### config.mk
export PLATFORM = sky130hd
export DESIGN_NAME = seg7_scanner
export DESIGN_NICKNAME = d
export VERILOG_FILES = /design/src/rtl/seg7_scanner.sv
export SDC_FILE = /design/constraint.sdc
export NUM_CORES = 1
export LEC_CHECK = 0
export CAP_MARGIN = 20
export CELL_PAD_IN_SITES_DETAIL_PLACEMENT = 0
export CELL_PAD_IN_SITES_GLOBAL_PLACEMENT = 1
export CORE_ASPECT_RATIO = 1.4
export CORE_MARGIN = 4
export CORE_UTILIZATION = 41
export DETAILED_ROUTE_END_ITERATION = 8
export PLACE_DENSITY_LB_ADDON = 0.1
export SLEW_MARGIN = 40
export SYNTH_ARGS = -nofsm -noshare
export SYNTH_HDL_FRONTEND = slang
export SYNTH_SLANG_ARGS = --single-unit
### constraint.sdc
create_clock -name CLK -period 3 [get_ports CLK]
set_input_delay 0.6 -clock CLK [delete_from_list [all_inputs] [get_ports CLK]]
set_output_delay 0.6 -clock CLK [all_outputs]
set_load 0.01 [all_outputs]
### src/rtl/seg7_scanner.sv
`default_nettype none
// ============================================================================
// Module      : seg7_scanner
// Description : Eight-digit multiplexed seven-segment display scanner.
//               A prescaler divides each digit slot into REFRESH_DIV cycles.
//               The first GUARD cycles of every slot keep all anodes and
//               cathodes off so the previous digit cannot ghost into the next.
//               Digit codes, decimal points and enables are snapshotted once
//               per frame (on the last tick of digit 7). The display therefore
//               never tears mid-frame. All outputs are registered, with one
//               cycle of latency from the scan state.
//
// Ports       : CLK            system clock, rising edge
//               RST            synchronous active-high reset
//               DIGITS[31:0]   eight 4-bit codes, DIGITS[4k+3:4k] = digit k
//                              (digit 0 is rightmost)
//               DP_IN[7:0]     decimal point request per digit (active-high)
//               EN_MASK[7:0]   digit enable per digit (0 = anode off)
//               CA..CG, DP     segment / decimal-point cathodes (active-low)
//               AN0..AN7       digit anodes (active-low)
//               FRAME          one-cycle pulse when a new snapshot is loaded
//
// Config      : SEG7_HEX_DECODE_EN - when defined, codes 10..15 show A,b,C,d,E,F.
//                                    When undefined, those codes are blank.
//
// Revision    : 1.0 - initial release
// ============================================================================
module seg7_scanner #(
    parameter int REFRESH_DIV = 100000,
    parameter int GUARD       = 4
) (
    input  logic        CLK,
    input  logic        RST,
    input  logic [31:0] DIGITS,
    input  logic [7:0]  DP_IN,
    input  logic [7:0]  EN_MASK,
    output logic        CA,
    output logic        CB,
    output logic        CC,
    output logic        CD,
    output logic        CE,
    output logic        CF,
    output logic        CG,
    output logic        DP,
    output logic        AN0,
    output logic        AN1,
    output logic        AN2,
    output logic        AN3,
    output logic        AN4,
    output logic        AN5,
    output logic        AN6,
    output logic        AN7,
    output logic        FRAME
);

    localparam int PW = (REFRESH_DIV > 1) ? $clog2(REFRESH_DIV) : 1;
    localparam logic [PW-1:0] C_P_LAST = PW'(REFRESH_DIV - 1);

    // Scan state
    logic [PW-1:0] r_p;
    logic [2:0]    r_idx;

    // Per-frame snapshot of the inputs
    logic [31:0]   r_sh_digits;
    logic [7:0]    r_sh_dp;
    logic [7:0]    r_sh_en;

    // Registered outputs
    logic [7:0]    r_an;
    logic [6:0]    r_seg;     // {CG..CA}
    logic          r_dp;
    logic          r_frame;

    // Combinational next-output values
    logic          w_tick;
    logic          w_last_tick;
    logic          w_in_guard;
    logic [3:0]    w_code;
    logic          w_cur_en;
    logic          w_cur_dp;
    logic [6:0]    w_decoded;
    logic [7:0]    w_an_next;
    logic [6:0]    w_seg_next;
    logic          w_dp_next;

    // Segment decode, active-low, bit order {g,f,e,d,c,b,a}
    function automatic logic [6:0] decode(input logic [3:0] code);
        logic [6:0] seg;
        case (code)
            4'd0:    seg = 7'b1000000;
            4'd1:    seg = 7'b1111001;
            4'd2:    seg = 7'b0100100;
            4'd3:    seg = 7'b0110000;
            4'd4:    seg = 7'b0011001;
            4'd5:    seg = 7'b0010010;
            4'd6:    seg = 7'b0000010;
            4'd7:    seg = 7'b1111000;
            4'd8:    seg = 7'b0000000;
            4'd9:    seg = 7'b0010000;
`ifdef SEG7_HEX_DECODE_EN
            4'd10:   seg = 7'b0001000;
            4'd11:   seg = 7'b0000011;
            4'd12:   seg = 7'b1000110;
            4'd13:   seg = 7'b0100001;
            4'd14:   seg = 7'b0000110;
            default: seg = 7'b0001110;
`else
            default: seg = 7'b1111111;
`endif
        endcase
        return seg;
    endfunction

    assign w_tick      = (r_p == C_P_LAST);
    assign w_last_tick = w_tick && (r_idx == 3'd7);

    // The comparison is done in int so that GUARD = 0 yields a plain
    // "never in guard" rather than an unsigned constant comparison.
    assign w_in_guard  = (int'(r_p) < GUARD);

    assign w_code      = r_sh_digits[{r_idx, 2'b00} +: 4];
    assign w_cur_en    = r_sh_en[r_idx];
    assign w_cur_dp    = r_sh_dp[r_idx];
    assign w_decoded   = decode(w_code);

    always_comb begin
        w_an_next  = 8'hFF;
        w_seg_next = 7'h7F;
        w_dp_next  = 1'b1;
        if (!w_in_guard && w_cur_en) begin
            // Only the current digit can be driven, so at most one anode is low
            w_an_next  = ~(8'b0000_0001 << r_idx);
            w_seg_next = w_decoded;
            w_dp_next  = ~w_cur_dp;
        end
    end

    always_ff @(posedge CLK) begin
        if (RST) begin
            r_p         <= '0;
            r_idx       <= 3'd0;
            r_sh_digits <= 32'd0;
            r_sh_dp     <= 8'd0;
            r_sh_en     <= 8'd0;
            r_an        <= 8'hFF;
            r_seg       <= 7'h7F;
            r_dp        <= 1'b1;
            r_frame     <= 1'b0;
        end else begin
            r_p <= w_tick ? '0 : r_p + 1'b1;
            if (w_tick) begin
                r_idx <= r_idx + 3'd1;
            end
            if (w_last_tick) begin
                r_sh_digits <= DIGITS;
                r_sh_dp     <= DP_IN;
                r_sh_en     <= EN_MASK;
            end
            r_frame <= w_last_tick;
            r_an    <= w_an_next;
            r_seg   <= w_seg_next;
            r_dp    <= w_dp_next;
        end
    end

    assign CA    = r_seg[0];
    assign CB    = r_seg[1];
    assign CC    = r_seg[2];
    assign CD    = r_seg[3];
    assign CE    = r_seg[4];
    assign CF    = r_seg[5];
    assign CG    = r_seg[6];
    assign DP    = r_dp;
    assign AN0   = r_an[0];
    assign AN1   = r_an[1];
    assign AN2   = r_an[2];
    assign AN3   = r_an[3];
    assign AN4   = r_an[4];
    assign AN5   = r_an[5];
    assign AN6   = r_an[6];
    assign AN7   = r_an[7];
    assign FRAME = r_frame;

endmodule
`default_nettype wire

==> flow_summary.json, run 1 <==
{
  "post_cts_buffers": 0,
  "insertedDiodeCount": 0,
  "drtIter0Drc": 198,
  "yosysWarnings": 0,
  "cts_tree": "done",
  "wl_per_cell_um": 16.8,
  "cts.sinks": 85,
  "required_ns": 3.23,
  "layout-drive-gt1-share": 0.0913,
  "h-tree-depth": 3,
  "ctsResizeCount": 0,
  "hp-class": "reg -> reg",
  "synth_area_leaders": "dfxtp_1 (42%), o31ai_1 (9.1%), nand4_1 (8.4%)",
  "syn_inst": 420,
  "hold_violations": 0,
  "crit_chain": "buf_4, mux4_2, mux2i_4, ha_1, and2_4, o311ai_2",
  "crit_arrival_ns": 2.64,
  "clkPwrFrac": 0.433,
  "die-width_um": 91.8,
  "crit_fanout": 9,
  "critical_path_buf_inv_count": 1,
  "combPwrFrac": 0.041,
  "finClkSkew_ns": 0.00597,
  "pin_count": 67,
  "post-synth-top-count-cell": "dfxtp_1",
  "hp-start": "r_p[0]",
  "routabilityCongestion": 0.787,
  "finalSetupViolations": 0,
  "place_area_um2": 4710,
  "fin_tns_setup_ns": 0,
  "cp-start-kind": "flip-flop",
  "fmax_ghz": 0.415,
  "cts_buffers": 9,
  "layout_min_cycle_time_ns": 2.41,
  "yosysSeqAreaShare": 0.422,
  "fin_crit_sh": 0.804,
  "row_count": 42,
  "drcViolationCount": 0,
  "area_growth_pct": 22.7,
  "maxCapViolations": 0,
  "yosys.area.top_type": "dfxtp_1",
  "track_usage": 0.174,
  "die_y_um": 125,
  "clkTransAtPathRegs_ns": 0.06,
  "p_sw_frac": 0.197,
  "critical_path_class": "reg -> reg",
  "synth_nets": 482,
  "power_switching_mw": 0.426,
  "ys_top_cells_by_count": "dfxtp_1 (85), a21oi_1 (56), nand4_1 (54)",
  "wl_um": 9930,
  "yosysTopAreaCellShare": 0.422,
  "vdd.ir_drop.worst_uv": 229,
  "status": "finished, final reports clean",
  "synth_edf_count": 0,
  "synth_flop_cell": "dfxtp_1",
  "post-dp-hpwl_um": 6660,
  "io_buffers": 66,
  "vias": 3304,
  "grt_max_degree": 53,
  "synth_seq_cells": 85,
  "fill_cells": 917,
  "holdBufCountCts": 0,
  "syn_area_um2": 4030,
  "crit_family": "multiplexers",
  "r2r-start": "r_idx[0]",
  "first_global_vias": 3226,
  "slew_headroom": 0.531,
  "antenna_found_initial": 0,
  "internal_power_mw": 1.74,
  "grt_pass1_wl_um": 16200,
  "rsz0062_at_grt": "no",
  "p_leak_nw": 1.62,
  "setup.worst_path.end_class": "flip-flop",
  "nets": 521,
  "clk_latency_ns": 0.33,
  "drtAntennaViolNets": 0,
  "initial_core_util": 0.423,
  "root_buffer": "clkbuf_16",
  "cp_slowest_cell": "dfxtp_1",
  "cts_max_path_buffers": 2,
  "die-area_um2": 11500,
  "power_frac_seq": 0.525,
  "async_flop_share": 0,
  "drt_first_pass_iters": 4,
  "crit_path_start": "r_idx[0]",
  "worst_slew_pin_slew_ns": 0.702,
  "core_um2": 9510,
  "grt.overflow.total": 0,
  "report.final.slew_viol_count": 0,
  "powerDensity_nw_per_um2": 437,
  "vias_per_cell": 5.58,
  "yosysUniqueCellTypes": 44,
  "final_cell_area_um2": 4940,
  "syn_area_per_cell_um2": 9.59,
  "slowest_delay_ns": 0.59
}
state kept, by name (all words and copies together) (netlist names):
name and count:
r_sh_digits 32, r_idx 3, r_sh_dp 8, FRAME 1, r_p 17, r_sh_en 8, DP 1, r_an 8
r_seg 7
cells in the final DEF (no fill, tap or decap), drive strengths merged, types with 4 or more instances in the layout:
master,instances
nand3,10
or3,4
o31ai,49
clkbuf,12
nor2,13
xor2,9
nand4,54
clkdlybuf4s50,65
mux4,12
and2,6
o211ai,4
a21oi,56
dfxtp,85
mux2i,5
nand2,14
ha,12
inv,10
o21ai,8
buf,9
nor4,4
path summary, 6_finish.rpt:
kind              slack (ns)        to  depth (start not counted)
hold / removal          0.44    r_p[0]                          1
setup reg to reg        0.59  r_seg[3]                          6
setup / recovery        0.59  r_seg[3]                          6
hold reg to reg         0.44    r_p[0]                          1
area by class of cell:
class	count	area (µm²)	share of cell area
clock buffers	12	236	0.0478
inverters	10	37.5	0.00759
multi-input cells	279	2090	0.422
flip-flops and latches	85	1700	0.344
well taps	132	165	0.0334
repair buffers	74	716	0.145
power by group through the flow:
stage / clock, mW / sequential, mW / combinational [mW]
final: 0.937 / 1.14 / 0.0897
after global routing: 0.993 / 1.13 / 0.0960
after CTS: 0.962 / 1.13 / 0.0906
after detailed placement: 0 / 1.16 / 0.0897
after global placement: 0 / 1.16 / 0.0887
after floorplan: 0 / 1.16 / 0.0208
logic make-up after synthesis:
family                     count (synthesis)  synth area share
muxes                                     20            0.0975
DFF                                       85             0.422
and+or+nand+nor                          114             0.160
xor gates and xnor gates                  10            0.0217
buffers and inverters                     56            0.0631
adders and majority gates                 12            0.0373
AOI/OAI and AO/OA                        123             0.198
metrics by stage:
step | utilization | hold WS, ns | power (mW) | setup WS, ns | cells
after global placement | 0.495 | 0.423 | 1.25 | 0.646 | 580
after global routing | 0.520 | 0.448 | 2.22 | 0.393 | 592
after CTS | 0.520 | 0.445 | 2.19 | 0.552 | 592
final | 0.520 | 0.437 | 2.16 | 0.588 | 592
after detailed placement | 0.495 | 0.436 | 1.25 | 0.581 | 580
after floorplan | - | 0.413 | 1.18 | 0.817 | 420
per-layer routing:
| layer | track usage | vias to the layer above | wire [µm] |
|---|---|---|---|
| met1 | 0.228 | 1549 | 4400 |
| met5 | 0 | - | 0 |
| met2 | 0.287 | 71 | 5010 |
| met3 | 0.0294 | 11 | 391 |
| li1 | - | 1673 | - |
| met4 | 0.0682 | 0 | 131 |
No activity file was read; power rests on OpenSTA's default activity.
==> run 2, diff against run 1 <==
- clock period: 3 -> 2.4 ns (I/O delays scaled with it)
==> run 2 against run 1 <==
Net effect:
- count of clock-buffer cells in the layout is 1 lower
- combinational power is 27% higher
- die area stayed put
- sequential share of layout area is 1.3 points lower
- worst hold slack better by 0.0051 ns
- cell area is 3.8% higher
- clock skew is 0.0010 ns higher
- first-iteration DRC count is 38% lower
- wire length is 0.65% higher
- critical endpoint unchanged
==> flow_summary.json, run 2 (synthesis gave the netlist of run 1 again) <==
{
  "status": "finished, final reports clean",
  "clkTransAtPathRegs_ns": 0.06,
  "place_area_um2": 4820,
  "grt_pass1_wl_um": 16600,
  "vias_per_cell": 5.64,
  "worstHoldPathCells": 1,
  "busiest_layer": "met2",
  "drcViolationCount": 0,
  "drtAntennaViolNets": 0,
  "routabilityCongestion": 0.769,
  "met3_usage": 0.0306,
  "crit_fanout": 7,
  "finalSetupViolations": 0,
  "p_leak_nw": 1.72,
  "h-tree-depth": 3,
  "critical_path_class": "reg -> reg",
  "rsz0062_at_grt": "no",
  "row_count": 42,
  "wl_per_cell_um": 16.6,
  "post_cts_buffers": 0,
  "reg2reg_depth": 6,
  "die_y_um": 125,
  "setup.worst_path.end_class": "flip-flop",
  "drtIter0Drc": 123,
  "fin_crit_sh": 0.906,
  "slew_headroom": 0.566,
  "met1_usage": 0.227,
  "finClkSkew_ns": 0.00697,
  "fmax_ghz": 0.460,
  "cts_buffers": 9,
  "insertedDiodeCount": 0,
  "cts.sinks": 85,
  "top_regs": "r_sh_digits: 32 flops, r_p: 17 flops",
  "area_growth_pct": 27.4,
  "fin_tns_setup_ns": 0,
  "regArea_um2": 1700,
  "vdd.ir_drop.worst_uv": 453,
  "pin_count": 67,
  "final_cell_area_um2": 5130,
  "nets": 529,
  "ctsResizeCount": 0,
  "largest-register": "r_sh_digits",
  "largest_reg_flops": 32,
  "holdBufCountCts": 0,
  "drt_first_pass_iters": 4,
  "powerDensity_nw_per_um2": 582,
  "first_global_vias": 3268,
  "crit_chain": "buf_4, mux4_2, mux2i_4, ha_1, and2_4, o311ai_2",
  "wl_um": 10000,
  "grt_max_degree": 55,
  "cp-start-kind": "flip-flop",
  "maxCapViolations": 0,
  "layout_min_cycle_time_ns": 2.18,
  "multi_input_area_um2": 2090,
  "worst_slew_pin_slew_ns": 0.651,
  "report.final.slew_viol_count": 0,
  "cts_tree": "done",
  "io_buffers": 66,
  "grt_util_met2": 0.287,
  "layout_common_cells": "dfxtp_1 (85), clkdlybuf4s50_1 (65), a21oi_1 (56), nand4_1 (54), o31ai_1 (49)",
  "track_usage": 0.179,
  "die-area_um2": 11500,
  "crit_arrival_ns": 2.42,
  "cts_max_path_buffers": 2,
  "core_um2": 9510,
  "root_buffer": "clkbuf_16",
  "layout-drive-gt1-share": 0.115,
  "cp_slowest_cell": "mux4_2",
  "required_ns": 2.64,
  "die-width_um": 91.8,
  "utilization": 0.540,
  "fill_cells": 878,
  "slowest_delay_ns": 0.57,
  "hold_violations": 0,
  "grt.overflow.total": 0,
  "initial_core_util": 0.423,
  "vias": 3403,
  "final_common_cell": "dfxtp_1",
  "post-dp-hpwl_um": 6860,
  "antenna_found_initial": 0,
  "clk_latency_ns": 0.33,
  "hp-class": "reg -> reg"
}
==> run 2: changes by cell type in the layout (fill, tap and decap cells not counted), moves of 2 or more <==
cell / previous run / this run
buf_12: 0 / 4
buf_4: 8 / 12
bufinv_16: 0 / 2
clkbuf_1: 3 / 1
==> run 2: critical path, delay by kind of cell, from the launching register on <==
kind | cells | cell delay [ns]
buffers and inverters | 1 | 0.23
flip-flops | 1 | 0.42
adder cells (fa/ha/maj) | 1 | 0.27
AND/OR/NAND/NOR | 1 | 0.14
AO/OA/AOI/OAI | 1 | 0.22
multiplexers | 2 | 0.80
==> run 2: path summary, 6_finish.rpt <==
kind | from | endpoint | slack [ns]
setup / recovery | r_idx[0] | r_seg[3] | 0.22
hold / removal | r_p[0] | r_p[0] | 0.44
setup reg to reg | r_idx[0] | r_seg[3] | 0.22
hold reg to reg | r_p[0] | r_p[0] | 0.44
==> run 2: area by class of cell <==
type                            count  area share
Tap cell                          132      0.0322
Clock inverter                      4      0.0141
Sequential cell                    85       0.332
Clock buffer                       11      0.0473
Inverter                           10     0.00731
Timing Repair Buffer               82       0.161
Multi-Input combinational cell    279       0.407
==> run 2: per-stage QoR <==
stage	setup slack (ns)	hold WS (ns)	power [mW]	instances
final	0.225	0.443	2.99	603
after global routing	0.0991	0.475	3.09	603
after CTS	0.216	0.450	3.02	603
after floorplan	0.217	0.413	1.47	420
after detailed placement	0.234	0.441	1.56	588
after global placement	0.268	0.422	1.56	588
==> run 2: where the power goes <==
group | total, mW | switching (mW) | internal (mW)
registers | 1.42 | 0.00340 | 1.42
clock network | 1.45 | 0.522 | 0.932
logic | 0.114 | 0.0361 | 0.0776
==> run 2: routing by layer <==
layer	vias to the layer above	routed length [µm]
met5	-	0
met4	0	338
met3	21	350
met2	78	4990
met1	1610	4320
li1	1694	-
